[src/rtl/jtag_dma_sequencer.sv]
// jtag_dma_sequencer: system-clock-side executor of the DMA commands issued
// by the JTAG chain-1 logic. Moves 32-bit words between the system half of
// the ping-pong buffer and the shared bus, splitting each block into bursts
// of at most burst_size+1 beats and re-arbitrating the bus for every burst.
module jtag_dma_sequencer (
    input  logic        system_clk,
    input  logic        n_reset,
    input  logic        launch_write,
    input  logic        launch_read,
    input  logic        launch_simple_switch,
    input  logic [31:0] start_address,
    input  logic [3:0]  byte_enable,
    input  logic [7:0]  burst_size,
    input  logic [7:0]  block_size,
    output logic        busy,
    output logic        operation_done,
    output logic        error,
    output logic [7:0]  block_size_out,
    output logic [8:0]  buf_address,
    output logic        buf_write_enable,
    output logic [31:0] buf_data_in,
    input  logic [31:0] buf_data_out,
    output logic        bus_request,
    input  logic        bus_grant,
    output logic        begin_transaction,
    output logic [31:0] bus_address,
    output logic [7:0]  bus_burst_size,
    output logic        bus_read_n_write,
    output logic [3:0]  bus_byte_enable,
    output logic [31:0] bus_data_out,
    output logic        bus_data_valid_out,
    input  logic [31:0] bus_data_in,
    input  logic        bus_data_valid_in,
    input  logic        bus_busy,
    output logic        end_transaction,
    input  logic        bus_error
);

    localparam logic [2:0] S_IDLE           = 3'd0;
    localparam logic [2:0] S_REQUEST        = 3'd1;
    localparam logic [2:0] S_BEGIN          = 3'd2;
    localparam logic [2:0] S_WRITE_PREFETCH = 3'd3;
    localparam logic [2:0] S_WRITE_BEAT     = 3'd4;
    localparam logic [2:0] S_READ_BEAT      = 3'd5;
    localparam logic [2:0] S_END_BURST      = 3'd6;
    localparam logic [2:0] S_FINISH         = 3'd7;

    logic [2:0]  state;
    logic        is_write;
    logic [31:0] addr;        // word-aligned start of the next burst
    logic [3:0]  be;
    logic [7:0]  bsz;         // latched burst_size (beats-1 cap)
    logic [7:0]  remaining;   // words still to move
    logic [7:0]  beats;       // beats in the current burst
    logic [7:0]  beat_cnt;    // beats completed in the current burst
    logic [7:0]  index;       // buffer word index, runs across bursts

    logic [8:0]  burst_cap;
    logic [7:0]  beats_calc;
    logic        bus_state;
    logic        wr_step;
    logic        rd_step;
    logic        last_beat;

    // burst_cap is 9 bits so burst_size=255 (256 beats) still compares correctly
    assign burst_cap  = {1'b0, bsz} + 9'd1;
    assign beats_calc = (burst_cap < {1'b0, remaining}) ? burst_cap[7:0] : remaining;

    assign bus_state = (state == S_REQUEST) || (state == S_BEGIN) ||
                       (state == S_WRITE_PREFETCH) || (state == S_WRITE_BEAT) ||
                       (state == S_READ_BEAT);
    assign wr_step   = (state == S_WRITE_BEAT) && !bus_busy && !bus_error;
    assign rd_step   = (state == S_READ_BEAT) && bus_data_valid_in && !bus_error;
    assign last_beat = (beat_cnt == beats - 8'd1);

    // Request is held from arbitration through the last beat; dropped in END_BURST
    assign bus_request       = bus_state;
    assign begin_transaction = (state == S_BEGIN);
    assign bus_address       = begin_transaction ? addr : 32'd0;
    assign bus_burst_size    = begin_transaction ? (beats_calc - 8'd1) : 8'd0;
    assign bus_read_n_write  = begin_transaction && !is_write;
    assign bus_byte_enable   = be;
    assign bus_data_valid_out = (state == S_WRITE_BEAT);
    assign bus_data_out      = bus_data_valid_out ? buf_data_out : 32'd0;
    assign end_transaction   = (state == S_END_BURST);
    assign buf_write_enable  = rd_step;
    assign buf_data_in       = rd_step ? bus_data_in : 32'd0;

    // Buffer address; during write beats it looks one word ahead whenever the
    // current beat completes so the synchronous read keeps beats gap-free
    always_comb begin
        buf_address = 9'd0;
        case (state)
            S_WRITE_PREFETCH: buf_address = {1'b0, index};
            S_WRITE_BEAT:     buf_address = {1'b0, bus_busy ? index : index + 8'd1};
            S_READ_BEAT:      buf_address = {1'b0, index};
            default:          buf_address = 9'd0;
        endcase
    end

    // Sequencer state, transfer bookkeeping and sticky status
    always_ff @(posedge system_clk) begin
        if (!n_reset) begin
            state          <= S_IDLE;
            is_write       <= 1'b0;
            addr           <= 32'd0;
            be             <= 4'd0;
            bsz            <= 8'd0;
            remaining      <= 8'd0;
            beats          <= 8'd0;
            beat_cnt       <= 8'd0;
            index          <= 8'd0;
            busy           <= 1'b0;
            operation_done <= 1'b0;
            error          <= 1'b0;
            block_size_out <= 8'd0;
        end else begin
            case (state)
                S_IDLE: begin
                    if (launch_write || launch_read || launch_simple_switch) begin
                        is_write       <= launch_write;
                        addr           <= start_address & 32'hFFFF_FFFC;
                        be             <= byte_enable;
                        bsz            <= burst_size;
                        remaining      <= block_size;
                        index          <= 8'd0;
                        busy           <= 1'b1;
                        operation_done <= 1'b0;
                        error          <= 1'b0;
                        if (launch_write) begin
                            block_size_out <= block_size;
                            state <= (block_size == 8'd0) ? S_FINISH : S_REQUEST;
                        end else if (launch_read) begin
                            block_size_out <= 8'd0;
                            state <= (block_size == 8'd0) ? S_FINISH : S_REQUEST;
                        end else begin
                            block_size_out <= block_size;
                            state <= S_FINISH;
                        end
                    end
                end
                S_REQUEST: if (bus_grant) state <= S_BEGIN;
                S_BEGIN: begin
                    beats    <= beats_calc;
                    beat_cnt <= 8'd0;
                    state    <= is_write ? S_WRITE_PREFETCH : S_READ_BEAT;
                end
                S_WRITE_PREFETCH: state <= S_WRITE_BEAT;
                S_WRITE_BEAT: begin
                    if (wr_step) begin
                        index    <= index + 8'd1;
                        beat_cnt <= beat_cnt + 8'd1;
                        if (last_beat) state <= S_END_BURST;
                    end
                end
                S_READ_BEAT: begin
                    if (rd_step) begin
                        index          <= index + 8'd1;
                        block_size_out <= block_size_out + 8'd1;
                        beat_cnt       <= beat_cnt + 8'd1;
                        if (last_beat) state <= S_END_BURST;
                    end
                end
                S_END_BURST: begin
                    addr      <= addr + {22'd0, beats, 2'b00};
                    remaining <= remaining - beats;
                    state     <= (error || remaining == beats) ? S_FINISH : S_REQUEST;
                end
                S_FINISH: begin
                    if (is_write) block_size_out <= 8'd0;
                    busy           <= 1'b0;
                    operation_done <= 1'b1;
                    state          <= S_IDLE;
                end
                default: state <= S_IDLE;
            endcase
            // A slave error aborts the burst: close it and finish the operation
            if (bus_state && bus_error) begin
                error <= 1'b1;
                state <= S_END_BURST;
            end
        end
    end

endmodule

[config.mk]
export PLATFORM = sky130hd
export DESIGN_NAME = jtag_dma_sequencer
export DESIGN_NICKNAME = d
export VERILOG_FILES = /design/src/rtl/jtag_dma_sequencer.sv
export SDC_FILE = /design/constraint.sdc
export NUM_CORES = 1
export LEC_CHECK = 0
export BUFFER_PORTS_ARGS = -buffer_cell sky130_fd_sc_hd__buf_2
export CAP_MARGIN = 5
export CORE_UTILIZATION = 25
export DETAILED_ROUTE_END_ITERATION = 10
export PLACE_DENSITY = 0.55
export REMOVE_ABC_BUFFERS = 1
export SLEW_MARGIN = 5
export SYNTH_ARGS = -nofsm -noshare
export SYNTH_HDL_FRONTEND = slang
export SYNTH_SLANG_ARGS = --single-unit
[constraint.sdc]
create_clock -name system_clk -period 4.2 [get_ports system_clk]
set_clock_uncertainty 0.1 [all_clocks]
set_input_delay 0.42 -clock system_clk [delete_from_list [all_inputs] [get_ports system_clk]]
set_output_delay 0.42 -clock system_clk [all_outputs]
set_load 0.005 [all_outputs]
[After elaboration in Yosys (flattened, before gate mapping)]
Cells that the tools add are included.
Cells by class
  add/sub/neg operators: 8
  eq/ne operators: 18
  magnitude comparators: 1
  shift-type cells: 0
  mux-type cells: 42
  bitwise logic cells: 1
  div/mod/pow operators: 0
  multiply operators: 0
  reductions and logical operators: 36
Operators with widths (count)
  32-bit two-way mux: 4
  8-bit two-way mux: 14
  8-bit case mux with 3 select lines: 3
  32-bit case mux with 2 select lines: 1
  3-bit two-way mux: 11
  32-bit by 10-bit adder with 32-bit output: 1
  8-bit case mux with 2 select lines: 2
  8-bit by 1-bit adder with 8-bit output, second input constant: 3
  3-bit case mux with 8 select lines: 1
  8-bit == test: 2
  4-bit AND reduction: 4
  8-bit by 1-bit subtractor with 8-bit output, second input constant: 2
  3-bit == test, second input constant: 4
  8-bit by 1-bit adder with 9-bit output, second input constant: 1
  9-bit by 8-bit less-than comparator with 1-bit output: 1
  3-bit nonzero test: 3
  8-bit zero test: 1
  2-bit != test, second input constant: 4
  2-bit AND reduction: 4
  2-bit nonzero test: 4
  8-bit subtractor: 1
  1-bit logical OR: 7
  3-bit by 2-bit == test with 1-bit output, second input constant: 2
  1-bit logical AND: 6
  12 further kinds: 20
Word-level totals
  memory bits (writable): 0
  word-level logic and storage cells: 120
  flip-flop bits (word level): 91
  output and inout bits: 134
  memories: 0
  bits of input ports: 125
  bits in latches: 0
  bits in read-only memories: 0

[Depth between registers and ports, before layout]
Gate-level depths: netlist of the first run.
  word-level depth: 8
  gate-level depth with buffers: 16
  gate-level depth less buffers: 16

[Least setup slack after synthesis of the first run]
OpenSTA, ideal clock, no wires.
  kind: reg2out
  start point: register bsz[0]
  end point: output bus_burst_size[4]
  stages on the path, launching flop included: 17
  setup slack: 0.333 ns
  path buffers: 0
  arrival time: 3.347 ns
  data required time: 3.680 ns
  path through: dfxtp_1 -> ha_1 -> nand3_1 -> nor2_1 -> xor2_1 -> ha_1 -> a21oi_1 -> nand2_1 -> a211oi_2 -> a21oi_1 -> a21oi_1 -> ha_1 -> inv_1 -> or2_2 -> nor2_1 -> xnor2_1 -> a211oi_1
On the way
  word-level cells in the longest chain between the ends: 5
Ends and longest elaborated chain
  start, declared: line 52  | logic [7:0] bsz;
  start signal, assigned: line 124  | bsz <= burst_size;
  8-bit by 1-bit adder with 9-bit output *: line 66  | assign burst_cap = {1'b0, bsz} + 9'd1;
  9-bit by 8-bit less-than comparator with 1-bit output: line 67  | assign beats_calc = (burst_cap < {1'b0, remaining}) ? burst_cap[7:0] : remaining;
  8-bit two-way mux *: line 67
  8-bit by 1-bit subtractor with 8-bit output *: line 80  | assign bus_burst_size = begin_transaction ? (beats_calc - 8'd1) : 8'd0;
  8-bit two-way mux *: line 80
  end, declared: line 27  | output logic [7:0] bus_burst_size,
Every way passes the cells marked *; elsewhere a longest branch is shown, timed or not.

[Worst setup path in the final report of the first run]
  start point: register bsz[0]
  end point: output bus_burst_size[6]
Same word-level chain as after synthesis.

==> impl_metrics.py, run 1 <==
metrics = {
    "status": {
        "status": "finished clean",
    },
    "critical_path": {
        "required_ns": 3.68,
        "rr_endpoint": "addr[14]",
        "critPathLaunchType": "flip-flop",
        "r2r_slack_ns": 1.33,
        "cp.arrival_ns": 3.45,
        "r2r_cells": 8,
        "cp_max_fo": 5,
        "critPathKind": "flip-flop to output port",
        "crit_path_end_kind": "output port",
        "worstReg2RegStart": "beats[1]",
    },
    "clock_network": {
        "cts_max_path_buffers": 2,
        "cts_root_buf": "clkbuf_16",
        "clkTransAtPathRegs_ns": 0.07,
        "h-tree-depth": 3,
        "numCtsBuffers": 9,
        "clk_latency_ns": 0.35,
        "clkSinkCount": 89,
        "cts_tree": "built",
    },
    "layout": {
        "final_util": 0.333,
        "final_cells": 1562,
        "nNetsFinal": 1339,
        "multi_input_area_mm2": 0.00485,
        "n_fill_cell": 2970,
        "drive_gt1_frac": 0.290,
        "seq_area_mm2": 0.00179,
        "area_delta_synth_final_pct": 29.9,
    },
    "drt": {
        "drt_iter0_markers": 584,
        "ant_nets": 0,
        "firstDrtPassIters": 5,
        "routed_via_density": 5.02,
        "drcViolationCount": 0,
        "routed_wl_mm": 24.9,
        "wl_per_cell_um": 16.0,
        "num_vias": 7848,
    },
    "yosys": {
        "yosys_warnings": 0,
        "yosysTopAreaCell": "dfxtp_1",
        "netlist.area_leader.share": 0.257,
        "synth_ff_type": "dfxtp_1",
        "syn_area_mm2": 0.00694,
        "synth_commonest_cells": "nand2_1 (111), dfxtp_1 (89), a21oi_1 (83)",
        "synth-seq-area-share": 0.257,
        "yosysMostFrequentCell": "nand2_1",
        "synth_edf_count": 0,
        "syn_avg_cell_area_um2": 7.33,
        "async_flop_share": 0,
        "synth.area.top_cells": "dfxtp_1 (26%), and2_1 (6.4%), nand2_1 (6.0%), a21oi_1 (6.0%), ha_1 (5.0%)",
        "synth_cells": 947,
        "synth.distinct_cells": 81,
        "ys_ff_latch": 89,
    },
    "min_path": {
        "hold_path_depth": 3,
        "hold_path.class": "primary input to flip-flop",
        "hold-path-endpoint": "bsz[1]",
        "hp-start": "burst_size[1]",
    },
    "global_route": {
        "grt_pass1_wl_mm": 38.3,
        "grt-ovfl-total": 0,
        "grt_use_total": 0.169,
        "grt_pass1_vias": 6968,
        "antenna_found_initial": 1,
        "grt_start_max_net_pins": 49,
    },
    "power": {
        "p_leak_nw": 4.12,
        "ir_drop_mv": 0.301,
        "p_per_area_mw_per_mm2": 623,
    },
    "timing": {
        "period_share": 0.946,
        "setup_violations": 0,
        "finalMaxSlewViolations": 0,
        "tightest_slew_ns": 1.04,
        "hold_slack_ns": 0.197,
        "slew_headroom": 0.305,
        "hold_viol": 0,
        "fmax_ghz": 0.252,
        "period_minus_slack_ns": 3.97,
    },
    "floorplanning": {
        "core_mm2": 0.0271,
        "die_h_um": 169,
        "start_util": 0.256,
        "die_w_um": 169,
        "num_rows": 60,
        "die-area_mm2": 0.0284,
        "io_pins": 259,
    },
    "place": {
        "dpl.cell_count": 1539,
        "routabilityCongestion": 0.835,
        "place_hpwl_mm": 18.3,
        "io_buffers": 253,
    },
    "run": {
        "maxCapViolations": 0,
    },
}
## flip-flops by register name (all words and copies together) (netlist names)
register         count
addr                30
beat_cnt             8
beats                8
block_size_out       8
bsz                  8
bus_byte_enable      4
busy                 1
error                1
index                8
is_write             1
operation_done       1
remaining            8
state                3
## metal layers
metal / part of all wire / GRT usage / wire (um) / up-vias
met5: 0 / 0 / 0 / -
met4: 0.015 / 0.0470 / 371 / 0
met3: 0.046 / 0.0210 / 1140 / 28
met2: 0.46 / 0.270 / 11600 / 214
met1: 0.48 / 0.238 / 11900 / 3723
li1: - / - / - / 3883
## per-stage QoR
stage                     setup slack (ns)  setup TNS, ns  power (W)  instance area [um^2]
after floorplan                      0.321              0    0.00343                  6670
after global placement               0.253              0    0.00456                  8570
after detailed placement             0.279              0    0.00458                  8570
after CTS                          0.00415              0    0.00551                  8900
after global routing              -0.00509       -0.00509    0.00609                  9010
final                                0.227              0    0.00561                  9010
## cells in the final DEF, fill, tap and decap left out, types with 5 or more instances in the layout
master / synthesis / routed
buf_2: 13 / 253
nand2_1: 111 / 111
dfxtp_1: 89 / 83
a21oi_1: 83 / 79
and2_1: 71 / 71
nor2_1: 71 / 68
and3_1: 54 / 54
nand3_1: 43 / 42
o21ai_0: 41 / 41
inv_1: 35 / 34
buf_4: 6 / 28
ha_1: 28 / 26
xnor2_1: 27 / 25
nor3_1: 19 / 19
a31oi_1: 15 / 15
xor2_1: 14 / 14
nor4_1: 14 / 14
a211oi_1: 16 / 13
nand4_1: 10 / 10
or3_1: 10 / 10
clkbuf_16: 0 / 9
o211ai_1: 8 / 8
a22oi_1: 7 / 7
a21o_1: 7 / 7
nor2_2: 3 / 6
o31ai_1: 6 / 6
dfxtp_2: 0 / 6
a211oi_2: 3 / 5
and4_1: 5 / 5
a311oi_1: 5 / 5
## timing repair
action,4_1_cts,5_1_grt
cloned,0,0
resized for setup,2,24
hold buffers,0,0
hold endpoints to repair,0,0
endpoints found under the setup margin,2,2
pin swaps,3,10
setup buffers,4,2
## worst max-delay path by stage
stage                       from                 to  cells after the start
after floorplan           bsz[0]  bus_burst_size[4]                     16
after global placement    bsz[1]  bus_burst_size[6]                     17
after detailed placement  bsz[1]  bus_burst_size[6]                     17
after CTS                 bsz[1]  bus_burst_size[4]                     17
after global routing      bsz[1]  bus_burst_size[6]                     17
final                     bsz[0]  bus_burst_size[6]                     17
## where the power goes
group	switching [W]	internal [W]
logic	0.00198	0.00140
registers	0.000319	0.00108
clock network	0.000370	0.000464
## final cells by class
class                   count  area share
clock buffers              10      0.0254
well taps                 372      0.0516
clock inverters             6     0.00750
repair buffers            281       0.164
multi-input cells         767       0.538
flip-flops and latches     89       0.199
diodes                      1    0.000278
inverters                  36      0.0150
## critical path, cell delays in order (launching register included)
cell and delay, ns:
dfxtp_2 0.35, buf_4 0.13, and3_1 0.19, nand3_1 0.13
xnor2_2 0.17, ha_1 0.29, nand3_1 0.08, nand2_1 0.10
a211oi_4 0.33, a21oi_2 0.10, a21oi_2 0.14, ha_2 0.20
inv_1 0.07, or2_4 0.26, nor2_2 0.11, xnor2_1 0.08
a211oi_2 0.21, buf_2 0.15
## logic make-up (layout without fill, tap and decap cells)
family / count (synthesis) / in the layout / share of synthesized area
AO/OA/AOI/OAI: 243 / 243 / 0.232
XOR/XNOR: 41 / 41 / 0.0517
adder cells (fa/ha/maj): 30 / 30 / 0.0563
buffers and inverters: 93 / 333 / 0.0593
flip-flops: 89 / 89 / 0.257
multiplexers: 6 / 6 / 0.00902
other: 1 / 4 / 0.000540
AND/OR/NAND/NOR: 444 / 444 / 0.334
Note: power is estimated with default switching activity, not from simulation.
==> run 2: changes to the inputs <==
SETUP_SLACK_MARGIN = 0.3   (was unset)
==> impl_metrics.py, run 2 (synthesis gave the netlist of run 1 again) <==
metrics = {
    "drt": {
        "ant_nets": 0,
        "routed_wl_mm": 25.3,
        "routed_via_density": 4.99,
        "drcViolationCount": 0,
        "num_vias": 7862,
        "drt_iter0_markers": 582,
        "wl_per_cell_um": 16.1,
        "firstDrtPassIters": 5,
    },
    "clock_network": {
        "cts_hold_buffers": 0,
        "clkSinkCount": 89,
        "cts_max_path_buffers": 2,
        "cts_tree": "built",
        "h-tree-depth": 3,
        "numCtsBuffers": 9,
        "clk_latency_ns": 0.35,
        "clkTransAtPathRegs_ns": 0.07,
        "cts_root_buf": "clkbuf_16",
    },
    "layout": {
        "seq_area_mm2": 0.00180,
        "area_delta_synth_final_pct": 33.0,
        "largest_reg_flops": 30,
        "final_cell_mix": "buf_2 (253), nand2_1 (110), dfxtp_1 (82)",
        "multi_input_area_mm2": 0.00494,
        "n_fill_cell": 2948,
        "final_common_cell": "buf_2",
        "drive_gt1_frac": 0.308,
        "nNetsFinal": 1352,
        "regMostFlops": "addr",
    },
    "global_route": {
        "grt_pass1_wl_mm": 38.5,
        "antenna_found_initial": 1,
        "grt-ovfl-total": 0,
        "grt_use_total": 0.170,
        "grt_pass1_vias": 6990,
        "grt_start_max_net_pins": 49,
    },
    "power": {
        "sw_frac_of_total": 0.473,
        "p_int_w": 0.00306,
        "clkPwrFrac": 0.144,
        "p_per_area_mw_per_mm2": 630,
        "switching_power_w": 0.00275,
        "p_comb_frac": 0.615,
        "p_seq_frac": 0.241,
        "p_leak_nw": 4.19,
        "ir_drop_mv": 0.330,
    },
    "place": {
        "routabilityCongestion": 0.835,
        "place_hpwl_mm": 18.3,
        "io_buffers": 253,
        "post-place-ws_ns": 0.279,
    },
    "timing": {
        "period_share": 0.941,
        "setup_ws_ns": 0.246,
        "hold_viol": 0,
        "finalMaxSlewViolations": 0,
        "fmax_ghz": 0.253,
        "tightest_slew_ns": 1.04,
        "period_minus_slack_ns": 3.95,
        "slew_headroom": 0.304,
        "setup_violations": 0,
        "rsz0062_at_grt": "true",
        "finalSetupTns_ns": 0,
    },
    "critical_path": {
        "critPathKind": "flip-flop to output port",
        "cp_max_fo": 3,
        "cp.arrival_ns": 3.43,
        "crit_path_end_kind": "output port",
        "required_ns": 3.68,
        "critPathLaunchType": "flip-flop",
        "r2r_cells": 8,
    },
    "floorplanning": {
        "die_h_um": 169,
        "num_rows": 60,
        "die-area_mm2": 0.0284,
        "io_pins": 259,
        "start_util": 0.256,
        "core_mm2": 0.0271,
        "die_w_um": 169,
    },
    "min_path": {
        "hold_path_depth": 3,
        "hold_path.class": "primary input to flip-flop",
    },
    "run": {
        "maxCapViolations": 0,
    },
    "status": {
        "status": "finished clean",
    },
}
## run 2: cell count changes in the layout (fill, tap and decap cells not counted), moves of 3 or more
cell,previous run,this run
nor2_2,6,3
nor2_4,0,4
dfxtp_2,6,3
dfxtp_4,0,4
buf_4,28,38
nand3_1,42,38
buf_6,0,3
## run 2: cell type report
cell class / count / share of cell area
Clock inverter: 6 / 0.00732
Multi-Input combinational cell: 767 / 0.536
Sequential cell: 89 / 0.195
Tap cell: 372 / 0.0504
Timing Repair Buffer: 294 / 0.172
Antenna cell: 1 / 0.000271
Clock buffer: 10 / 0.0248
Inverter: 36 / 0.0146
## run 2: power by group through the flow
stage | clock network, W | logic, W | registers [W]
3_3_place_gp | 0 | 0.00315 | 0.00140
5_1_grt | 0.000896 | 0.00395 | 0.00144
4_1_cts | 0.000860 | 0.00340 | 0.00140
3_5_place_dp | 0 | 0.00317 | 0.00141
2_1_floorplan | 0 | 0.00210 | 0.00133
6_report | 0.000836 | 0.00358 | 0.00140
## run 2: what timing repair did
action	4_1_cts	5_1_grt
setup buffers	8	11
gates resized for setup	25	26
cloned	0	0
pin swaps	17	21
endpoints found under the setup margin	2	4
## run 2: worst paths after layout
check	startpoint	to	slack [ns]
setup / recovery	bsz[1]	bus_burst_size[6]	0.25
hold / removal	burst_size[1]	bsz[1]	0.19
setup reg to reg	beats[1]	addr[14]	1.34
hold reg to reg	bus_byte_enable[0]	bus_byte_enable[0]	0.36
## run 2: metal layers
| metal | vias to the layer above | wire length [um] | GRT usage |
|---|---|---|---|
| met5 | - | 0 | 0 |
| met4 | 0 | 376 | 0.0470 |
| met3 | 29 | 996 | 0.0210 |
| met2 | 198 | 11900 | 0.272 |
| met1 | 3728 | 12100 | 0.239 |
| li1 | 3907 | - | - |
## run 2: per-stage QoR
step	cell area, um^2	hold slack (ns)	power [W]	std cells	utilization
final	9230	0.195	0.00581	1575	0.341
after global routing	9230	0.198	0.00629	1575	0.341
after CTS	9030	0.181	0.00566	1563	0.333
after detailed placement	8570	0.351	0.00458	1539	0.316
after global placement	8570	0.345	0.00456	1539	0.316
after floorplan	6670	0.342	0.00343	892	-
## run 2: critical path, cell delays in order, from the launching register on
cell and delay [ns]:
dfxtp_4 0.36, ha_4 0.15, nand3_4 0.09, nor2_4 0.11, xor2_2 0.20, ha_4 0.24
a21oi_1 0.16, nand2_2 0.10, a211oi_4 0.34, a21oi_2 0.10, a21oi_2 0.14, ha_2 0.22
inv_2 0.05, or2_4 0.24, nor2_4 0.08, xnor2_1 0.08, a211oi_2 0.25, buf_2 0.15
==> run 3: changes to the inputs <==
PLACE_DENSITY = unset   (was 0.55)
TNS_END_PERCENT = 5   (was unset)
==> impl_metrics.py, run 3 (synthesis gave the netlist of run 1 again) <==
metrics = {
    "timing": {
        "finalMaxSlewViolations": 0,
        "hold_slack_ns": 0.187,
        "period_share": 0.959,
        "fmax_ghz": 0.248,
        "finalSetupTns_ns": 0,
        "setup_violations": 0,
        "hold_viol": 0,
        "slew_headroom": 0.253,
        "period_minus_slack_ns": 4.03,
        "rsz0062_at_grt": "true",
        "tightest_slew_ns": 1.12,
    },
    "status": {
        "status": "finished clean",
    },
    "layout": {
        "final_common_cell": "buf_2",
        "drive_gt1_frac": 0.302,
        "final_util": 0.339,
        "n_fill_cell": 2929,
        "final_cell_mix": "buf_2 (253), nand2_1 (110), dfxtp_1 (83)",
        "design_area_mm2": 0.00919,
        "largest_reg_flops": 30,
        "regMostFlops": "addr",
        "nNetsFinal": 1349,
        "area_delta_synth_final_pct": 32.4,
    },
    "drt": {
        "drt_iter0_markers": 532,
        "routed_via_density": 5.00,
        "wl_per_cell_um": 16.2,
        "ant_nets": 0,
        "routed_wl_mm": 25.5,
        "drcViolationCount": 0,
        "firstDrtPassIters": 5,
        "num_vias": 7854,
    },
    "place": {
        "postPlaceCellArea_mm2": 0.00856,
        "routabilityCongestion": 0.856,
        "io_buffers": 253,
        "place_hpwl_mm": 18.5,
    },
    "floorplanning": {
        "die_w_um": 169,
        "start_util": 0.256,
        "num_rows": 60,
        "die_h_um": 169,
        "io_pins": 259,
        "die-area_mm2": 0.0284,
        "core_mm2": 0.0271,
    },
    "critical_path": {
        "r2r_slack_ns": 0.84,
        "critPathLaunchType": "flip-flop",
        "critPathKind": "flip-flop to output port",
        "crit_path_end_kind": "output port",
        "cp_max_fo": 3,
        "rr_endpoint": "beats[6]",
        "worstReg2RegStart": "bsz[1]",
        "r2r_cells": 21,
        "required_ns": 3.68,
        "cp.arrival_ns": 3.51,
    },
    "power": {
        "p_total_w": 0.00581,
        "p_per_area_mw_per_mm2": 632,
        "p_leak_nw": 4.16,
        "ir_drop_mv": 0.327,
    },
    "clock_network": {
        "clkSinkCount": 89,
        "h-tree-depth": 3,
        "numCtsBuffers": 9,
        "cts_root_buf": "clkbuf_16",
        "clk_latency_ns": 0.36,
        "cts_tree": "built",
        "clkTransAtPathRegs_ns": 0.07,
        "cts_max_path_buffers": 2,
        "cts_hold_buffers": 0,
    },
    "global_route": {
        "grt-ovfl-total": 0,
        "grt_use_total": 0.174,
        "grt_pass1_wl_mm": 39.5,
        "grt_pass1_vias": 7244,
        "antenna_found_initial": 1,
        "grt_start_max_net_pins": 49,
    },
    "min_path": {
        "hold_path_depth": 3,
        "hold-path-endpoint": "bsz[1]",
        "hold_path.class": "primary input to flip-flop",
        "hp-start": "burst_size[1]",
    },
    "run": {
        "maxCapViolations": 0,
    },
}
## run 3: through the flow
step / setup WS [ns] / std cells
detailed placement: 0.247 / 1538
floorplan: 0.321 / 892
global placement: 0.231 / 1538
finish: 0.174 / 1572
CTS: 0.243 / 1570
global route: 0.0317 / 1572
## run 3: worst max-delay path by stage
stage	end	depth (start not counted)	slack, ns	startpoint
floorplan	bus_burst_size[4]	16	0.32	bsz[0]
global placement	bus_burst_size[4]	17	0.23	bsz[1]
detailed placement	bus_burst_size[6]	17	0.25	bsz[1]
CTS	bus_burst_size[2]	21	0.24	bsz[1]
global route	bus_burst_size[2]	21	0.03	bsz[0]
finish	bus_burst_size[2]	21	0.17	bsz[1]
## run 3: routing by layer
metal / routed length [um] / global-route usage / up-vias
li1: - / - / 3902
met1: 11900 / 0.243 / 3684
met2: 11800 / 0.269 / 224
met3: 1180 / 0.0264 / 44
met4: 602 / 0.0640 / 0
met5: 0 / 0 / -
## run 3: repair_timing
item,4_1_cts,5_1_grt
pin swaps,13,8
setup buffers,16,1
setup endpoints to repair,3,3
gates resized for setup,34,14
endpoints found under the hold margin,0,0
## run 3: power by group
group	switching [W]	total [W]	leakage (nW)	internal (W)
combinational	0.00208	0.00362	3.30	0.00155
clock	0.000375	0.000777	0.125	0.000403
sequential	0.000326	0.00141	0.732	0.00108
## run 3: worst max-delay path: stages (launching register included)
cell and delay, ns:
dfxtp_4 0.36, ha_4 0.15, nand3_4 0.09, nor2_4 0.11, xor2_2 0.22, ha_4 0.25, a21oi_2 0.13, nand2_2 0.08
a211oi_4 0.32, buf_4 0.17, buf_6 0.08, buf_6 0.08, buf_6 0.08, buf_6 0.08, buf_6 0.08, buf_6 0.08
buf_6 0.08, buf_6 0.09, a21oi_4 0.06, o211ai_1 0.27, o31ai_4 0.12, buf_2 0.14
## run 3: final cells by class
| class | instances | area, um^2 | share of cell area |
|---|---|---|---|
| Multi-Input combinational cell | 767 | 4930 | 0.537 |
| Inverter | 36 | 135 | 0.0147 |
| Timing Repair Buffer | 291 | 1590 | 0.173 |
| Antenna cell | 1 | 2.50 | 0.000272 |
| Sequential cell | 89 | 1790 | 0.195 |
| Clock inverter | 6 | 45.0 | 0.00490 |
| Tap cell | 372 | 465 | 0.0507 |
| Clock buffer | 10 | 229 | 0.0249 |
